==> config.mk <==
export PLATFORM = sky130hd
export DESIGN_NAME = reglk_resp_flat
export DESIGN_NICKNAME = d
export VERILOG_FILES = /design/src/rtl/reglk_resp_if.sv /design/src/rtl/reglk_resp.sv /design/src/flat_wrapper.sv
export SDC_FILE = /design/constraint.sdc
export NUM_CORES = 1
export LEC_CHECK = 0
export ABC_AREA = 1
export BUFFER_PORTS_ARGS = -buffer_cell sky130_fd_sc_hd__buf_4
export CAP_MARGIN = 20
export CORE_ASPECT_RATIO = 0.6
export CORE_MARGIN = 2
export CORE_UTILIZATION = 45
export CTS_BUF_LIST = sky130_fd_sc_hd__clkbuf_16
export CTS_CLUSTER_DIAMETER = 200
export DETAILED_ROUTE_END_ITERATION = 10
export HOLD_SLACK_MARGIN = 0.02
export PLACE_DENSITY_LB_ADDON = 0.05
export SYNTH_ARGS = -nofsm -noshare
export SYNTH_HDL_FRONTEND = slang
export SYNTH_SLANG_ARGS = --single-unit
export TNS_END_PERCENT = 30
==> constraint.sdc <==
create_clock -name clk_i -period 3.1 [get_ports clk_i]
set_input_delay 0.62 -clock clk_i [delete_from_list [all_inputs] [get_ports clk_i]]
set_output_delay 0.62 -clock clk_i [all_outputs]
set_load 0.005 [all_outputs]
==> src/rtl/reglk_resp_if.sv <==
// Request/response bus between the configuration bridge (master) and the
// register-lock responder (slave).
interface reglk_resp_if #(
  parameter int DATA_W = 32,
  parameter int ADDR_W = 4
);
  logic              req_valid;
  logic              req_ready;
  logic              req_we;
  logic [ADDR_W-1:0] req_addr;
  logic [DATA_W-1:0] req_wdata;
  logic              rsp_valid;
  logic              rsp_ready;
  logic [DATA_W-1:0] rsp_rdata;
  logic              rsp_err;

  modport master (
    output req_valid, req_we, req_addr, req_wdata, rsp_ready,
    input  req_ready, rsp_valid, rsp_rdata, rsp_err
  );

  modport slave (
    input  req_valid, req_we, req_addr, req_wdata, rsp_ready,
    output req_ready, rsp_valid, rsp_rdata, rsp_err
  );
endinterface

==> src/rtl/reglk_resp.sv <==
// Register-lock responder: sticky lock words guarding lock-protected data
// registers, served one transaction at a time over a request/response bus.
module reglk_resp #(
  parameter int NUM_REGS = 6,
  parameter int DATA_W   = 32,
  parameter int ADDR_W   = 4
) (
  input  logic                             clk_i,
  input  logic                             rst_i,
  reglk_resp_if.slave                      bus,
  input  logic                             jtag_unlock_i,
  output logic [NUM_REGS-1:0][DATA_W-1:0]  reglk_mem_o,
  output logic [NUM_REGS-1:0][DATA_W-1:0]  prot_reg_o,
  output logic                             lock_viol_o,
  output logic [7:0]                       viol_cnt_o
);

  typedef enum logic [1:0] {IDLE, EXEC, RESP} state_t;

  state_t                          state_q, state_d;
  logic                            we_p0;
  logic [ADDR_W-1:0]               addr_p0;
  logic [DATA_W-1:0]               wdata_p0;
  logic [NUM_REGS-1:0][DATA_W-1:0] reglk_q, reglk_d;
  logic [NUM_REGS-1:0][DATA_W-1:0] prot_q, prot_d;
  logic                            err_c;
  logic                            hit_c;
  logic [DATA_W-1:0]               rdata_c;
  logic                            rsp_valid_p1;
  logic                            rsp_err_p1;
  logic [DATA_W-1:0]               rsp_rdata_p1;
  logic [7:0]                      viol_cnt_q;
  logic                            accept;

  function automatic logic [7:0] sat_inc8(input logic [7:0] v);
    return (v == 8'hFF) ? v : v + 8'd1;
  endfunction

  assign bus.req_ready = (state_q == IDLE) && !rst_i;
  assign accept        = bus.req_valid && bus.req_ready;
  assign bus.rsp_valid = rsp_valid_p1;
  assign bus.rsp_err   = rsp_err_p1;
  assign bus.rsp_rdata = rsp_rdata_p1;
  assign reglk_mem_o   = reglk_q;
  assign prot_reg_o    = prot_q;
  assign viol_cnt_o    = viol_cnt_q;
  assign lock_viol_o   = (state_q == EXEC) && err_c && !rst_i;

  always_comb begin
    state_d = state_q;
    case (state_q)
      IDLE:    if (accept) state_d = EXEC;
      EXEC:    state_d = RESP;
      RESP:    if (bus.rsp_ready) state_d = IDLE;
      default: state_d = IDLE;
    endcase
  end

  // Access decision; the _d values equal the current state whenever the access is rejected.
  always_comb begin
    reglk_d = reglk_q;
    prot_d  = prot_q;
    err_c   = 1'b0;
    hit_c   = 1'b0;
    rdata_c = '0;
    for (int j = 0; j < NUM_REGS; j++) begin
      if (addr_p0 == ADDR_W'(j)) begin
        hit_c = 1'b1;
        if (!we_p0)
          rdata_c = reglk_q[j];
        else if (jtag_unlock_i)
          reglk_d[j] = wdata_p0;
        else if ((reglk_q[j] & ~wdata_p0) != '0)
          err_c = 1'b1;
        else
          reglk_d[j] = reglk_q[j] | wdata_p0;
      end
      if (addr_p0 == ADDR_W'(8 + j)) begin
        hit_c = 1'b1;
        if (!we_p0)
          rdata_c = prot_q[j];
        else if (!reglk_q[j][0] || jtag_unlock_i)
          prot_d[j] = wdata_p0;
        else
          err_c = 1'b1;
      end
    end
    if (!hit_c) err_c = 1'b1;
  end

  // Stage p0: request capture
  always_ff @(posedge clk_i) begin
    if (accept) begin
      we_p0    <= bus.req_we;
      addr_p0  <= bus.req_addr;
      wdata_p0 <= bus.req_wdata;
    end
  end

  // Stage p1: commit and registered response
  always_ff @(posedge clk_i) begin
    if (rst_i) begin
      state_q      <= IDLE;
      reglk_q      <= {NUM_REGS{DATA_W'(1)}};
      prot_q       <= '0;
      rsp_valid_p1 <= 1'b0;
      rsp_err_p1   <= 1'b0;
      rsp_rdata_p1 <= '0;
      viol_cnt_q   <= '0;
    end else begin
      state_q <= state_d;
      if (state_q == EXEC) begin
        reglk_q      <= reglk_d;
        prot_q       <= prot_d;
        rsp_valid_p1 <= 1'b1;
        rsp_err_p1   <= err_c;
        rsp_rdata_p1 <= err_c ? '0 : rdata_c;
        if (err_c) viol_cnt_q <= sat_inc8(viol_cnt_q);
      end else if (state_q == RESP && bus.rsp_ready) begin
        rsp_valid_p1 <= 1'b0;
        rsp_err_p1   <= 1'b0;
        rsp_rdata_p1 <= '0;
      end
    end
  end

endmodule

==> src/flat_wrapper.sv <==
// flat-port wrapper written by rule: the top's interface ports become plain ports
module reglk_resp_flat 
#(
  parameter int NUM_REGS = 6,
  parameter int DATA_W   = 32,
  parameter int ADDR_W   = 4
)
  (clk_i, rst_i, jtag_unlock_i, reglk_mem_o, prot_reg_o, lock_viol_o, viol_cnt_o, bus_req_valid, bus_req_we, bus_req_addr, bus_req_wdata, bus_rsp_ready, bus_req_ready, bus_rsp_valid, bus_rsp_rdata, bus_rsp_err);
  reglk_resp_if #(.DATA_W(DATA_W), .ADDR_W(ADDR_W)) bus_i ();
  input  logic clk_i;
  input  logic rst_i;
  input  logic jtag_unlock_i;
  output logic [NUM_REGS-1:0][DATA_W-1:0] reglk_mem_o;
  output logic [NUM_REGS-1:0][DATA_W-1:0] prot_reg_o;
  output logic lock_viol_o;
  output logic [7:0] viol_cnt_o;
  input wire logic [$bits(bus_i.req_valid)-1:0] bus_req_valid;
  input wire logic [$bits(bus_i.req_we)-1:0] bus_req_we;
  input wire logic [$bits(bus_i.req_addr)-1:0] bus_req_addr;
  input wire logic [$bits(bus_i.req_wdata)-1:0] bus_req_wdata;
  input wire logic [$bits(bus_i.rsp_ready)-1:0] bus_rsp_ready;
  output wire logic [$bits(bus_i.req_ready)-1:0] bus_req_ready;
  output wire logic [$bits(bus_i.rsp_valid)-1:0] bus_rsp_valid;
  output wire logic [$bits(bus_i.rsp_rdata)-1:0] bus_rsp_rdata;
  output wire logic [$bits(bus_i.rsp_err)-1:0] bus_rsp_err;
  assign bus_i.req_valid = bus_req_valid;
  assign bus_i.req_we = bus_req_we;
  assign bus_i.req_addr = bus_req_addr;
  assign bus_i.req_wdata = bus_req_wdata;
  assign bus_i.rsp_ready = bus_rsp_ready;
  assign bus_req_ready = bus_i.req_ready;
  assign bus_rsp_valid = bus_i.rsp_valid;
  assign bus_rsp_rdata = bus_i.rsp_rdata;
  assign bus_rsp_err = bus_i.rsp_err;
  reglk_resp #(.NUM_REGS(NUM_REGS), .DATA_W(DATA_W), .ADDR_W(ADDR_W)) u_core (.clk_i(clk_i), .rst_i(rst_i), .bus(bus_i), .jtag_unlock_i(jtag_unlock_i), .reglk_mem_o(reglk_mem_o), .prot_reg_o(prot_reg_o), .lock_viol_o(lock_viol_o), .viol_cnt_o(viol_cnt_o));
endmodule
### After elaboration in Yosys (flattened, before gate mapping)

Index checks and enable logic that the tools add are counted.

| storage, ports and cells | value |
|---|---|
| register bits | 465 |
| latch bits | 0 |
| bits in writable memories | 0 |
| memory bits (read-only) | 0 |
| input port bits | 42 |
| output and inout port bits | 428 |
| logic and storage cells | 198 |
| memories | 0 |

| cells by class | value |
|---|---|
| add/sub/neg operators | 1 |
| multipliers | 0 |
| div/mod/pow operators | 0 |
| $lt $le $gt $ge | 0 |
| eq/ne operators | 22 |
| shifts and indexed selects | 0 |
| multiplexer cells | 100 |
| bitwise logic cells | 14 |
| reductions and logical operators | 41 |

Operators with widths:

| kind | number |
|---|---|
| 32-bit two-way mux | 39 |
| 32-bit bitwise AND | 6 |
| 32-bit bitwise OR | 6 |
| 32-bit nonzero test | 6 |
| 1-bit two-way mux | 58 |
| 4-bit AND reduction | 12 |
| 32-bit inverter | 1 |
| 4-bit equality test, second input constant | 6 |
| 2-bit inequality test, second input constant | 7 |
| 8-bit by 1-bit adder with 8-bit output, second input constant | 1 |
| 4-bit by 2-bit equality test with 1-bit output, second input constant | 2 |
| 4-bit by 3-bit equality test with 1-bit output, second input constant | 2 |
| 8-bit equality test, second input constant | 1 |
| 1-bit zero test | 7 |
| 1-bit logical OR | 6 |
| 2-bit case mux with 3 select lines | 1 |
| 1-bit logical AND | 5 |
| 4-bit by 1-bit equality test with 1-bit output, second input constant | 1 |
| 4-bit zero test | 1 |
| 2-bit two-way mux | 2 |
| 3-bit AND reduction | 1 |
| 2-bit by 1-bit equality test with 1-bit output, second input constant | 1 |
| 2-bit equality test, second input constant | 1 |
| 2-bit zero test | 1 |
| other kinds (4) | 4 |

### Longest topological paths before layout

| logic depth | value |
|---|---|
| word-level depth | 48 |
| gate-level depth with buffers | 18 |
| mapped depth without buffers | 16 |

### Worst setup path after synthesis

OpenSTA, ideal clock, no wires.

| timing path | value |
|---|---|
| kind | input to output |
| from | input port jtag_unlock_i |
| to | output port lock_viol_o |
| arrival | 1.830 ns |
| data required time | 2.480 ns |
| setup slack | 0.650 ns |
| stages | 10 |
| path buffers | 3 |
| path through | buf_2 inv_1 clkbuf_1 nand3_1 nand3_1 nand2_1 nand2_1 buf_4 nand2_1 nor2_1 |

| between the ends | value |
|---|---|
| word-level cells in the longest chain between the ends | 44 |
| elaborated cells on any way between the ends | 50 |
| those cells by class | mux: 42; reduce/logical: 8 |

Ends and longest elaborated chain:

| what | line | text |
|---|---|---|
| start: declaration | flat_wrapper.sv:12 | `input logic jtag_unlock_i;` |
| 1-bit two-way mux | reglk_resp.sv:71 | `else if (jtag_unlock_i)` |
| 1-bit two-way mux | reglk_resp.sv:69 | `if (!we_p0)` |
| 1-bit two-way mux | reglk_resp.sv:67 | `if (addr_p0 == ADDR_W'(j)) begin` |
| 1-bit two-way mux | reglk_resp.sv:82 | `else if (!reglk_q[j][0] \|\| jtag_unlock_i)` |
| 1-bit two-way mux | reglk_resp.sv:80 | `if (!we_p0)` |
| 1-bit two-way mux | reglk_resp.sv:78 | `if (addr_p0 == ADDR_W'(8 + j)) begin` |
| 1-bit two-way mux | reglk_resp.sv:73 | `else if ((reglk_q[j] & ~wdata_p0) != '0)` |
| 1-bit two-way mux | reglk_resp.sv:71 |  |
| (+27 left out) | -- |  |
| 1-bit two-way mux | reglk_resp.sv:71 |  |
| 1-bit two-way mux | reglk_resp.sv:69 |  |
| 1-bit two-way mux | reglk_resp.sv:67 |  |
| 1-bit two-way mux | reglk_resp.sv:82 |  |
| 1-bit two-way mux | reglk_resp.sv:80 |  |
| 1-bit two-way mux (*) | reglk_resp.sv:78 |  |
| 1-bit two-way mux (*) | reglk_resp.sv:88 | `if (!hit_c) err_c = 1'b1;` |
| 1-bit logical AND (*) (2 in series) | reglk_resp.sv:47 | `assign lock_viol_o = (state_q == EXEC) && err_c && !rst_i;` |
| end: declaration | flat_wrapper.sv:15 | `output logic lock_viol_o;` |

Every way passes the cells marked *; elsewhere a longest branch is shown, timed or not.

### Worst setup path after layout

| timing path | value |
|---|---|
| from | register u_core.wdata_p0[0] |
| to | output port lock_viol_o |

| between the ends | value |
|---|---|
| word-level cells in the longest chain between the ends | 48 |
| elaborated cells on any way between the ends | 58 |
| those cells by class | mux: 43; bitwise: 7; reduce/logical: 8 |

Ends and longest elaborated chain:

| what | line | text |
|---|---|---|
| start: declaration | reglk_resp.sv:23 | `logic [DATA_W-1:0] wdata_p0;` |
| start signal: assignment | reglk_resp.sv:96 | `wdata_p0 <= bus.req_wdata;` |
| 32-bit inverter (*) | reglk_resp.sv:73 |  |
| 32-bit bitwise AND | reglk_resp.sv:73 |  |
| 32-bit nonzero test | reglk_resp.sv:73 |  |
| 1-bit two-way mux | reglk_resp.sv:73 |  |
| 1-bit two-way mux | reglk_resp.sv:71 |  |
| 1-bit two-way mux | reglk_resp.sv:69 |  |
| 1-bit two-way mux | reglk_resp.sv:67 |  |
| 1-bit two-way mux | reglk_resp.sv:82 |  |
| (+31 left out) | -- |  |
| 1-bit two-way mux | reglk_resp.sv:71 |  |
| 1-bit two-way mux | reglk_resp.sv:69 |  |
| 1-bit two-way mux (*) | reglk_resp.sv:67 |  |
| 1-bit two-way mux | reglk_resp.sv:82 |  |
| 1-bit two-way mux | reglk_resp.sv:80 |  |
| 1-bit two-way mux (*) | reglk_resp.sv:78 |  |
| 1-bit two-way mux (*) | reglk_resp.sv:88 |  |
| 1-bit logical AND (*) (2 in series) | reglk_resp.sv:47 |  |

Marked as above.

==> impl_metrics.env <==
export IMPL_status="complete, but fails checks"
export IMPL_violations="negative setup slack"
export IMPL_fin_nets=3742
export IMPL_p_int_w=0.009263
export IMPL_overflow=0
export IMPL_clk_latency_ns=0.56
export IMPL_grt_pass1_wl_um=140100
export IMPL_end_kind="output pin"
export IMPL_period_share=1.029
export IMPL_required_ns=2.48
export IMPL_met3_usage=0.04360
export IMPL_switchingPower_w=0.003168
export IMPL_syn_cell_area_sq_um=21930
export IMPL_syn_inst=3258
export IMPL_gr_max_usage_layer="met2"
export IMPL_p_comb_frac=0.079
export IMPL_drv_cap=0
export IMPL_syn_area_per_cell_sq_um=6.732
export IMPL_grt_total_usage=0.3593
export IMPL_vias_per_cell=5.604
export IMPL_antenna_cells=0
export IMPL_dieHeight_um=175.0
export IMPL_worst_path_max_fanout=7
export IMPL_clock_root_buffer="clkbuf_16"
export IMPL_cp_slowest_stage_delay_ns=0.46
export IMPL_min_period_ns=3.191
export IMPL_drt_pre_antenna_iters=6
export IMPL_use_met1=0.4898
export IMPL_dp_final_hpwl_um=66230
export IMPL_irDropWorstVdd_mv=0.3845
export IMPL_synthFlopType="dfxtp_1"
export IMPL_final_cells=4370
export IMPL_final_common_cell="nand2_1"
export IMPL_p_leak_nw=12.79
export IMPL_wirelength_um=95060
export IMPL_yosysUniqueCellTypes=40
export IMPL_path_cells="clkinvlp_4, buf_6, nand2_2, nand2_2, nor2_1, nand2_1, nor2_4, nand2_2, nand3_2, nand3_2, nor2_4, nand2_4, nand2_4, nor2_2, buf_4"
export IMPL_rsz0062_at_grt="true"
export IMPL_hold_class="primary input to flip-flop"
export IMPL_fillers=4565
export IMPL_arrival_ns=2.57
export IMPL_boundaryPins=470
export IMPL_slowest_stage="edfxtp_1"
export IMPL_routedWlPerCell_um=21.75
export IMPL_skew_ns=0.01415
export IMPL_cts_tree="done"
export IMPL_drive_above_1_share=0.2308
export IMPL_holdBufCountCts=0
export IMPL_drtIter0Drc=2777
export IMPL_dieWidth_um=289.0
export IMPL_num_vias=24490
export IMPL_gp_congestion=0.9214
export IMPL_core_area_sq_um=47940
export IMPL_worst_pin_slew_ns=1.159
export IMPL_path_clk_slew_ns=0.07
export IMPL_fmax_ghz=0.3133
export IMPL_antenna_found_initial=1
export IMPL_grt_pass1_vias=22730
export IMPL_die_area_sq_um=50580
export IMPL_cts_buffers=45
export IMPL_synth_edf_count=37
export IMPL_setup_slack_ns=-0.09136
export IMPL_h_tree_depth=2
export IMPL_port_buffers=469
export IMPL_switching_share=0.2549
export IMPL_initial_utilization=0.4575
export IMPL_ys_warn_count=0
export IMPL_slew_viol_final=0
export IMPL_power_share_clock=0.424
export IMPL_grt_max_degree=97
export IMPL_max_slew_margin=0.2272
export IMPL_crit_type="flip-flop to output pin"
export IMPL_final_cell_mix="nand2_1, buf_4, a21oi_1, dfxtp_1, o21ai_0"
export IMPL_cts_buffer_depth=3
export IMPL_pwr_share_seq=0.497
export IMPL_area_growth_pct=28.49
export IMPL_grt_util_met2=0.5776
export IMPL_rows=62
export IMPL_path_common_cell="nand2_2"
export IMPL_ant_nets=0
export IMPL_power_w=0.01243
export IMPL_dp_cells=4217
export IMPL_ys_seq_area_frac=0.4413
export IMPL_start_kind="flip-flop"
export IMPL_cts_sinks=465
export IMPL_utilization=0.5878
export IMPL_setup_violations_final=1
export IMPL_powerDensity_nw_per_um2=441.1
export IMPL_remaining_drc_errors=0
export IMPL_final_hold_viol_count=0
export IMPL_synthArstFlopShare=0
export IMPL_synth_seq_cells=465
export IMPL_syn_nets=3301
-- critical path, delay by kind of cell (launching register included) --
kind                   cells  cell delay (ns)
flip-flops                 1             0.46
buffers and inverters      3             0.54
AND/OR/NAND/NOR           12             1.01
-- metal layers --
| metal | up-vias | routed length (um) |
|---|---|---|
| li1 | 11320 | - |
| met1 | 11600 | 39600 |
| met2 | 1328 | 43230 |
| met3 | 241 | 7987 |
| met4 | 0 | 4240 |
| met5 | - | 0 |
-- logic make-up after synthesis --
| family | synth area share |
|---|---|
| AO/OA/AOI/OAI | 0.1865 |
| buffers and inverters | 0.08523 |
| AND/OR/NAND/NOR | 0.2840 |
| XOR/XNOR | 0.002396 |
| adder cells (fa/ha/maj) | 0.0005704 |
| flip-flops | 0.4413 |
-- worst paths after layout --
kind / slack (ns) / to / start / cells past startpoint
max reg2reg: 0.05 / u_core.reglk_mem_o[130] / u_core.wdata_p0[0] / 21
min: 0.23 / u_core.we_p0 / bus_req_we / 1
max: -0.09 / lock_viol_o / u_core.wdata_p0[0] / 15
min reg2reg: 0.47 / u_core.bus.rsp_valid / u_core.bus.rsp_valid / 2
-- state kept, by name (all words and copies together), names as in the netlist, 2 cells and up --
signal                cells
u_core.prot_reg_o       192
u_core.reglk_mem_o      192
u_core.viol_cnt_o         8
u_core.addr_p0            4
u_core.wdata_p0          32
u_core.bus.rsp_rdata     32
u_core.state_q            2
-- layout make-up --
| cell class | count | area, sq um | share of cell area |
|---|---|---|---|
| repair buffers | 633 | 4982 | 0.1768 |
| flip-flops and latches | 465 | 9679 | 0.3435 |
| multi-input cells | 2369 | 10640 | 0.3774 |
| well taps | 640 | 800.8 | 0.02842 |
| repair inverters | 1 | 5.005 | 0.0001776 |
| clock inverters | 31 | 151.4 | 0.005372 |
| clock buffers | 47 | 1176 | 0.04174 |
| inverters | 184 | 749.5 | 0.02660 |
-- cells in the mapped netlist (all sizes together) (2+ instances only) --
cell       n  share of area
clkbuf   143          0.025
nor3      10         0.0035
and2       2        0.00057
o221ai     2        0.00080
clkinv     2        0.00034
o211ai     3         0.0010
edfxtp    37          0.051
a21oi    553           0.13
o21ai    253          0.058
xnor2      4         0.0016
or2       28         0.0080
nor4       4         0.0032
inv      182          0.031
nor2     212          0.041
nand3     93          0.021
nand2   1195           0.21
buf       97          0.029
nand4      3        0.00086
dfxtp    428           0.39
xor2       2        0.00080
-- timing repair --
item                                    4_1_cts  5_1_grt
hold endpoints to repair                      0        0
endpoints found under the setup margin        1       32
setup buffers                                52       20
pin swaps                                    11       25
gates cloned                                  0        3
resized for setup                            48       50
-- metrics by stage --
step / worst slack [ns] / TNS, ns / hold slack (ns) / instance area [sq um]
after floorplan: 0.6504 / 0 / 0.4575 / 21930
after global placement: 0.2185 / 0 / 0.4519 / 25900
after detailed placement: 0.1896 / 0 / 0.4563 / 25900
after CTS: -0.03923 / -0.03923 / 0.2214 / 27810
after global routing: -0.2062 / -0.5762 / 0.2223 / 28180
final: -0.09136 / -0.09136 / 0.2292 / 28180
-- power groups by stage --
| stage | Sequential (W) | Clock, W | Combinational [W] |
|---|---|---|---|
| 6_report | 0.00618 | 0.00527 | 0.000983 |
| 3_5_place_dp | 0.00632 | 0 | 0.000870 |
| 2_1_floorplan | 0.00630 | 0 | 0.000516 |
| 3_3_place_gp | 0.00632 | 0 | 0.000862 |
| 4_1_cts | 0.00618 | 0.00528 | 0.000936 |
| 5_1_grt | 0.00618 | 0.00551 | 0.00106 |
(Power assumes the default switching activity.)
